## config.mk

```make
export PLATFORM = sky130hd
export DESIGN_NAME = udp_payload_reducer
export DESIGN_NICKNAME = d
export VERILOG_FILES = /design/src/rtl/udp_payload_reducer.sv
export SDC_FILE = /design/constraint.sdc
export NUM_CORES = 2
export LEC_CHECK = 0
export ABC_AREA = 1
export CORE_AREA = 3 3 407 409
export DETAILED_ROUTE_END_ITERATION = 10
export DIE_AREA = 0 0 410 412
export PLACE_DENSITY_LB_ADDON = 0.08
export SETUP_SLACK_MARGIN = 0.15
export SYNTH_ARGS = -nofsm -noshare
export SYNTH_HDL_FRONTEND = slang
export SYNTH_SLANG_ARGS = --single-unit
```

## constraint.sdc

```tcl
create_clock -name clk -period 11.9 [get_ports clk]
set_input_delay 2.38 -clock clk [delete_from_list [all_inputs] [get_ports clk]]
set_output_delay 2.38 -clock clk [all_outputs]
set_load 0.02 [all_outputs]
```

## src/rtl/udp_payload_reducer.sv

```systemverilog
// udp_payload_reducer
//   Reduces the payload lanes of beat-streamed UDP packets with SUM, MAX or
//   MIN (selected by a 16-bit opcode taken from a fixed header field) and
//   queues one result word per packet in a show-ahead result FIFO.
//
// Ports:
//   clk        clock
//   reset      asynchronous, active-high reset
//   In_data    packet beat (DATA_W bits)
//   In_valid   beat valid
//   In_last    final beat of the packet
//   In_ready   beat accepted when In_valid && In_ready
//   Out_data   result word: [ACC_W-1:0] result, [ACC_W+15:ACC_W] opcode,
//              [ACC_W+31:ACC_W+16] beat count, [ACC_W+32] err, rest 0
//   Out_valid  result available
//   Out_ready  result consumed when Out_valid && Out_ready
module udp_payload_reducer #(
  parameter int DATA_W    = 256,
  parameter int LANE_W    = 32,
  parameter int ACC_W     = 32,
  parameter int HDR_BEATS = 2,
  parameter int OPC_BEAT  = 1,
  parameter int OPC_LSB   = 160,
  parameter int RES_DEPTH = 4
) (
  input  logic              clk,
  input  logic              reset,
  input  logic [DATA_W-1:0] In_data,
  input  logic              In_valid,
  input  logic              In_last,
  output logic              In_ready,
  output logic [DATA_W-1:0] Out_data,
  output logic              Out_valid,
  input  logic              Out_ready
);

  localparam int LANES = DATA_W / LANE_W;
  localparam int PW    = $clog2(RES_DEPTH);
  localparam int CW    = PW + 1;

  localparam logic [1:0] ST_IDLE = 2'd0;
  localparam logic [1:0] ST_HDR  = 2'd1;
  localparam logic [1:0] ST_PAY  = 2'd2;

  localparam logic [15:0] HDR_LAST = 16'(HDR_BEATS - 1);
  localparam logic [15:0] OPC_IDX  = 16'(OPC_BEAT);
  localparam logic [15:0] OPC_SUM  = 16'd1;
  localparam logic [15:0] OPC_MAX  = 16'd2;
  localparam logic [15:0] OPC_MIN  = 16'd3;

  localparam logic [PW-1:0] PTR_ONE = PW'(1);
  localparam logic [CW-1:0] CNT_ONE = CW'(1);
  localparam logic [CW:0]   DEPTH_C = (CW + 1)'(RES_DEPTH);

  // ---------------- stage 0: framing, beat counter, opcode latch ----------
  logic              ready_en_r;
  logic [1:0]        state_r;
  logic [1:0]        state_nxt_s;
  logic [15:0]       cnt_r;
  logic [15:0]       cnt_inc_s;
  logic [15:0]       opc_r;
  logic [15:0]       opc_nxt_s;
  logic              accept_s;
  logic              is_hdr_s;

  // lane tree of the incoming beat
  logic [ACC_W-1:0]  lane_sum_s;
  logic [LANE_W-1:0] lane_max_s;
  logic [LANE_W-1:0] lane_min_s;

  // ---------------- stage 1 registers -------------------------------------
  logic              s1_valid_r;
  logic              s1_last_r;
  logic              s1_pay_r;
  logic              s1_short_r;
  logic [15:0]       s1_opc_r;
  logic [15:0]       s1_cnt_r;
  logic [ACC_W-1:0]  s1_sum_r;
  logic [LANE_W-1:0] s1_max_r;
  logic [LANE_W-1:0] s1_min_r;

  // ---------------- stage 2: accumulators and result ----------------------
  logic [ACC_W-1:0]  acc_sum_r;
  logic [ACC_W-1:0]  acc_max_r;
  logic [ACC_W-1:0]  acc_min_r;
  logic [ACC_W-1:0]  acc_sum_nxt_s;
  logic [ACC_W-1:0]  acc_max_nxt_s;
  logic [ACC_W-1:0]  acc_min_nxt_s;
  logic [ACC_W-1:0]  res_val_s;
  logic              err_s;
  logic [DATA_W-1:0] res_word_s;
  logic [DATA_W-1:0] res_r;
  logic              res_vld_r;

  // ---------------- result FIFO -------------------------------------------
  logic [DATA_W-1:0] mem_r [RES_DEPTH];
  logic [PW-1:0]     wr_ptr_r;
  logic [PW-1:0]     rd_ptr_r;
  logic [CW-1:0]     fifo_cnt_r;
  logic [CW-1:0]     pend_r;
  logic [CW:0]       occ_s;
  logic              push_s;
  logic              pop_s;

  // Beat acceptance, header classification and next-state for framing.
  always_comb begin
    accept_s  = In_valid && In_ready;
    is_hdr_s  = (state_r != ST_PAY);
    cnt_inc_s = (cnt_r == 16'hFFFF) ? cnt_r : (cnt_r + 16'd1);
    // cnt_r is the 0-based index of the current beat while in the header
    if (is_hdr_s && (cnt_r == OPC_IDX)) begin
      opc_nxt_s = In_data[OPC_LSB +: 16];
    end else begin
      opc_nxt_s = opc_r;
    end
    state_nxt_s = state_r;
    case (state_r)
      ST_IDLE, ST_HDR: begin
        if (In_last) begin
          state_nxt_s = ST_IDLE;
        end else if (cnt_r == HDR_LAST) begin
          state_nxt_s = ST_PAY;
        end else begin
          state_nxt_s = ST_HDR;
        end
      end
      ST_PAY: begin
        if (In_last) begin
          state_nxt_s = ST_IDLE;
        end else begin
          state_nxt_s = ST_PAY;
        end
      end
      default: state_nxt_s = ST_IDLE;
    endcase
  end

  // Lane reduction of the incoming beat (sum modulo 2^ACC_W, unsigned max/min).
  always_comb begin
    lane_sum_s = '0;
    lane_max_s = '0;
    lane_min_s = '1;
    for (int i = 0; i < LANES; i++) begin
      lane_sum_s = lane_sum_s + ACC_W'(In_data[i*LANE_W +: LANE_W]);
      if (In_data[i*LANE_W +: LANE_W] > lane_max_s) begin
        lane_max_s = In_data[i*LANE_W +: LANE_W];
      end else begin
        lane_max_s = lane_max_s;
      end
      if (In_data[i*LANE_W +: LANE_W] < lane_min_s) begin
        lane_min_s = In_data[i*LANE_W +: LANE_W];
      end else begin
        lane_min_s = lane_min_s;
      end
    end
  end

  // Framing state; counter and opcode clear at packet end for the next packet.
  always_ff @(posedge clk or posedge reset) begin
    if (reset) begin
      ready_en_r <= 1'b0;
      state_r    <= ST_IDLE;
      cnt_r      <= 16'd0;
      opc_r      <= 16'd0;
    end else begin
      ready_en_r <= 1'b1;
      if (accept_s) begin
        state_r <= state_nxt_s;
        if (In_last) begin
          cnt_r <= 16'd0;
          opc_r <= 16'd0;
        end else begin
          cnt_r <= cnt_inc_s;
          opc_r <= opc_nxt_s;
        end
      end
    end
  end

  // Stage 1: register the accepted beat's lane tree and per-packet context.
  always_ff @(posedge clk or posedge reset) begin
    if (reset) begin
      s1_valid_r <= 1'b0;
      s1_last_r  <= 1'b0;
      s1_pay_r   <= 1'b0;
      s1_short_r <= 1'b0;
      s1_opc_r   <= 16'd0;
      s1_cnt_r   <= 16'd0;
      s1_sum_r   <= '0;
      s1_max_r   <= '0;
      s1_min_r   <= '0;
    end else begin
      s1_valid_r <= accept_s;
      if (accept_s) begin
        s1_last_r  <= In_last;
        s1_pay_r   <= !is_hdr_s;
        s1_short_r <= is_hdr_s && In_last;
        s1_opc_r   <= opc_nxt_s;
        s1_cnt_r   <= cnt_inc_s;
        s1_sum_r   <= lane_sum_s;
        s1_max_r   <= lane_max_s;
        s1_min_r   <= lane_min_s;
      end
    end
  end

  // Stage 2: fold the beat into all three accumulators; the opcode only
  // selects among them at commit, so re-initialisation needs no opcode.
  always_comb begin
    acc_sum_nxt_s = acc_sum_r;
    acc_max_nxt_s = acc_max_r;
    acc_min_nxt_s = acc_min_r;
    if (s1_valid_r && s1_pay_r) begin
      acc_sum_nxt_s = acc_sum_r + s1_sum_r;
      acc_max_nxt_s = (ACC_W'(s1_max_r) > acc_max_r) ? ACC_W'(s1_max_r) : acc_max_r;
      acc_min_nxt_s = (ACC_W'(s1_min_r) < acc_min_r) ? ACC_W'(s1_min_r) : acc_min_r;
    end else begin
      acc_sum_nxt_s = acc_sum_r;
    end
    case (s1_opc_r)
      OPC_SUM: begin res_val_s = acc_sum_nxt_s; err_s = s1_short_r; end
      OPC_MAX: begin res_val_s = acc_max_nxt_s; err_s = s1_short_r; end
      OPC_MIN: begin res_val_s = acc_min_nxt_s; err_s = s1_short_r; end
      default: begin res_val_s = '0;            err_s = 1'b1;       end
    endcase
    if (err_s) begin
      res_val_s = '0;
    end else begin
      res_val_s = res_val_s;
    end
    res_word_s = '0;
    res_word_s[ACC_W-1:0]     = res_val_s;
    res_word_s[ACC_W +: 16]   = s1_opc_r;
    res_word_s[ACC_W+16 +: 16] = s1_cnt_r;
    res_word_s[ACC_W+32]      = err_s;
  end

  // Stage 2 registers: accumulators, and the committed result word which is
  // pushed into the FIFO one cycle later.
  always_ff @(posedge clk or posedge reset) begin
    if (reset) begin
      acc_sum_r <= '0;
      acc_max_r <= '0;
      acc_min_r <= '1;
      res_r     <= '0;
      res_vld_r <= 1'b0;
    end else begin
      res_vld_r <= s1_valid_r && s1_last_r;
      if (s1_valid_r && s1_last_r) begin
        res_r     <= res_word_s;
        acc_sum_r <= '0;
        acc_max_r <= '0;
        acc_min_r <= '1;
      end else begin
        acc_sum_r <= acc_sum_nxt_s;
        acc_max_r <= acc_max_nxt_s;
        acc_min_r <= acc_min_nxt_s;
      end
    end
  end

  // FIFO control and admission; In_ready reserves a slot for every packet
  // whose last beat is in flight, so a push never finds the FIFO full.
  always_comb begin
    push_s   = res_vld_r;
    pop_s    = Out_valid && Out_ready;
    occ_s    = {1'b0, fifo_cnt_r} + {1'b0, pend_r};
    In_ready = ready_en_r && (occ_s < DEPTH_C);
    Out_valid = (fifo_cnt_r != '0);
    if (Out_valid) begin
      Out_data = mem_r[rd_ptr_r];
    end else begin
      Out_data = '0;
    end
  end

  // FIFO storage (data only, no reset needed).
  always_ff @(posedge clk) begin
    if (push_s) begin
      mem_r[wr_ptr_r] <= res_r;
    end
  end

  // FIFO pointers, occupancy and pending-commit counter.
  always_ff @(posedge clk or posedge reset) begin
    if (reset) begin
      wr_ptr_r   <= '0;
      rd_ptr_r   <= '0;
      fifo_cnt_r <= '0;
      pend_r     <= '0;
    end else begin
      if (push_s) begin
        wr_ptr_r <= wr_ptr_r + PTR_ONE;
      end
      if (pop_s) begin
        rd_ptr_r <= rd_ptr_r + PTR_ONE;
      end
      case ({push_s, pop_s})
        2'b10:   fifo_cnt_r <= fifo_cnt_r + CNT_ONE;
        2'b01:   fifo_cnt_r <= fifo_cnt_r - CNT_ONE;
        default: fifo_cnt_r <= fifo_cnt_r;
      endcase
      case ({accept_s && In_last, push_s})
        2'b10:   pend_r <= pend_r + CNT_ONE;
        2'b01:   pend_r <= pend_r - CNT_ONE;
        default: pend_r <= pend_r;
      endcase
    end
  end

endmodule

```

==> impl_metrics.toml <==
[outcome]
outcome = "finished with violations"
violations = "setup timing"

[pwr]
vdd_ir_drop_max_mv = 0.171
power_leakage_nw = 30.3
p_per_area_mw_per_mm2 = 258

[synthesis]
synth-adder-area-share_pct = 22.3
netlist_top_cells_area = "edfxtp_1 (16%), dfrtp_1 (16%), ha_1 (15%)"
synth_cells = 5941
synth_compound_area_share_pct = 15.2
synth.avg_cell_area_um2 = 8.17
synth-seq-area-share_pct = 33.6
synth_top_area_share_pct = 16.1
async_reset_ff_share_pct = 56.6
synth-simple-area-share_pct = 18.2
synth-xor-area-share_pct = 0.902
synth_seq_cells = 599
synth_top_family_by_area = "adder cells"
muxShareOfSynthArea_pct = 0.0412
yosys_most_used_dff = "dfrtp_1"
synth_edf_count = 260
yosysTopAreaCell = "edfxtp_1"
syn_area_mm2 = 0.0485
ys_types = 57
ys.warnings.count = 0

[clocking]
cts_tree = "built"
clkTransAtPathRegs_ns = 0.06
htree_num_levels = 3
cts_hold_buf = 0
cts-root-buf = "clkbuf_16"
clock_path_buffers = 3
clock_sinks = 599
clkLatencyLatePin_ns = 0.63
numCtsBuffers = 67

[placed_design]
portBuffers = 327
gp_congestion = 0.868
hpwl_um = 140000
dp_cells = 9040
dpl_worst_slack_ns = -5.66

[timing]
layout_setup_ws_ns = -3.36
worstMarginPinSlew_ns = 1.01
final-hold-violation-count = 0
final-setup-viol-count = 64
rsz0062_at_grt = "yes"
drv_slew = 0
fmax_ghz = 0.0655
fin_crit_ns = 15.26
clock_skew_ns = 0.0240
post-route-period-util_pct = 128
relSlewSlack_pct = 32.7

[floorplan]
dieArea_mm2 = 0.169
initial_core_util_pct = 29.9
row_count = 148
core_mm2 = 0.162
chipHeight_um = 412
die_w_um = 410
boundaryPins = 519

[worst_setup_path]
crit_required_ns = 12.40
path_common_cell = "buf_4"
cp_max_fo = 8
cp-start-kind = "input pin"
crit_buf_inv = 37
crit_arrival_ns = 15.76
crit_path_top_delay_cell = "or4_4"
max_stage_delay_ns = 0.58
cp-end-kind = "flop"
critPathTopFamily = "buffers and inverters"
path_class = "in2reg"

[drt]
drt_iter0_markers = 2497
wl_per_cell_um = 19.1
vias_per_cell = 4.65
totalWireLength_um = 177000
drt_pass1_iterations = 7
final_antenna_net_count = 0
routed-via-count = 43200
drc = 0

[layout]
final_cell_mix = "nand2_1 (1190), buf_4 (853), o21ai_0 (611)"
num-fill-cells = 16700
syn_to_final_growth_pct = 33.0
layout-drive-gt1-share_pct = 19.6
final_util_pct = 39.7
final_common_cell = "nand2_1"
instances_no_fill = 9280
nNetsFinal = 8053

[global_route]
grt_pass1_wl_um = 266000
track_usage_pct = 20.5
grt_max_degree = 151
grt_pass1_vias = 42700
grt_antenna_before_repair = 28
overflow = 0

[hold_path]
holdCritPathClass = "reg2reg"

[flow_run]
maxCapViolCount = 0
layer usage:
metal | routed length, um | global-route usage, % | vias up
li1 | - | - | 21900
met1 | 85300 | 28.7 | 20300
met2 | 81000 | 33.6 | 791
met3 | 7420 | 3.00 | 152
met4 | 3620 | 4.45 | 20
met5 | 126 | 0 | -
logic make-up after synthesis:
group / count (synthesis)
xor gates and xnor gates: 50
other: 2
buffers and inverters: 1032
adders and majority gates: 754
AOI/OAI and AO/OA: 1354
DFF: 599
and+or+nand+nor: 2148
muxes: 2
path summary, 6_finish.rpt:
path	start	to	slack, ns	depth (start not counted)
min reg2reg	s1_max_r[0]	s1_max_r[0]	0.48	2
max reg2reg	s1_sum_r[2]	res_r[31]	6.24	38
max in group asynchronous	reset	acc_max_r[31]	7.47	4
min	s1_max_r[0]	s1_max_r[0]	0.48	2
min in group asynchronous	reset	opc_r[15]	2.24	2
max	In_data[24]	s1_max_r[23]	-3.36	87
metrics by stage:
stage / hold WS, ns / area [um2] / TNS, ns / total power [mW]
after floorplan: 0.449 / 50100 / -42.47 / 9.08
after global placement: 0.469 / 59700 / -307.38 / 13.3
after detailed placement: 0.466 / 59700 / -317.32 / 13.4
after CTS: 0.483 / 63900 / -196.74 / 16.6
after global routing: 0.510 / 64500 / -247.27 / 18.2
final: 0.481 / 64500 / -192.43 / 16.6
synthesized netlist by cell type (15+ instances only):
library cell and count:
nand4_1 53, clkbuf_1 177, dfstp_2 32, a21oi_1 330, fa_1 186, xor2_1 15
a22o_1 20, o21bai_1 17, o211ai_1 21, xnor2_1 35, nor3_1 29, nand2_2 17
buf_4 202, o221ai_1 20, nand2_1 1238, edfxtp_1 260, ha_1 568, nor2_1 471
nand3_1 250, buf_2 25, nor4_1 21, and2_1 32, inv_1 603, or2_2 23
a211oi_1 34, o21ai_0 794, dfrtp_1 307, o22ai_1 49
worst min-delay path, delay by kind of cell (launching register included):
family,cells,cell delay [ns]
simple gates,2,0.10
flops,1,0.34
repair_timing:
action                                  4_1_cts  5_1_grt
pin swaps                                    90       67
resized for setup                           305      114
cloned                                       16        5
setup buffers                                64       19
endpoints found under the setup margin       64       64
sequential cells by signal, summed over array words and instances (netlist names), 2 cells and up:
register,count
acc_min_r,32
s1_min_r,32
s1_opc_r,16
fifo_cnt_r,3
cnt_r,16
s1_sum_r,32
s1_max_r,32
wr_ptr_r,2
mem_r,260
opc_r,16
state_r,2
rd_ptr_r,2
acc_max_r,32
s1_cnt_r,16
acc_sum_r,32
pend_r,3
res_r,65
area by class of cell:
| type | instances | area, um2 | area share [%] |
|---|---|---|---|
| timing repair buffer | 1253 | 11000 | 17.1 |
| antenna | 13 | 32.5 | 0.0504 |
| tap | 2175 | 2720 | 4.22 |
| inverter | 608 | 2310 | 3.58 |
| sequential | 599 | 16300 | 25.3 |
| clock inverter | 30 | 333 | 0.516 |
| clock buffer | 93 | 1900 | 2.94 |
| multi-input combinational | 4509 | 29900 | 46.3 |
power by group:
group / switching (mW) / total [mW] / internal [mW] / leakage [nW]
sequential: 0.407 / 3.10 / 2.70 / 6.64
clock: 0.891 / 2.11 / 1.22 / 1.10
combinational: 6.31 / 11.4 / 5.10 / 22.6
total: 7.61 / 16.6 / 9.02 / 30.3
No activity file was read; power rests on OpenSTA's default activity.
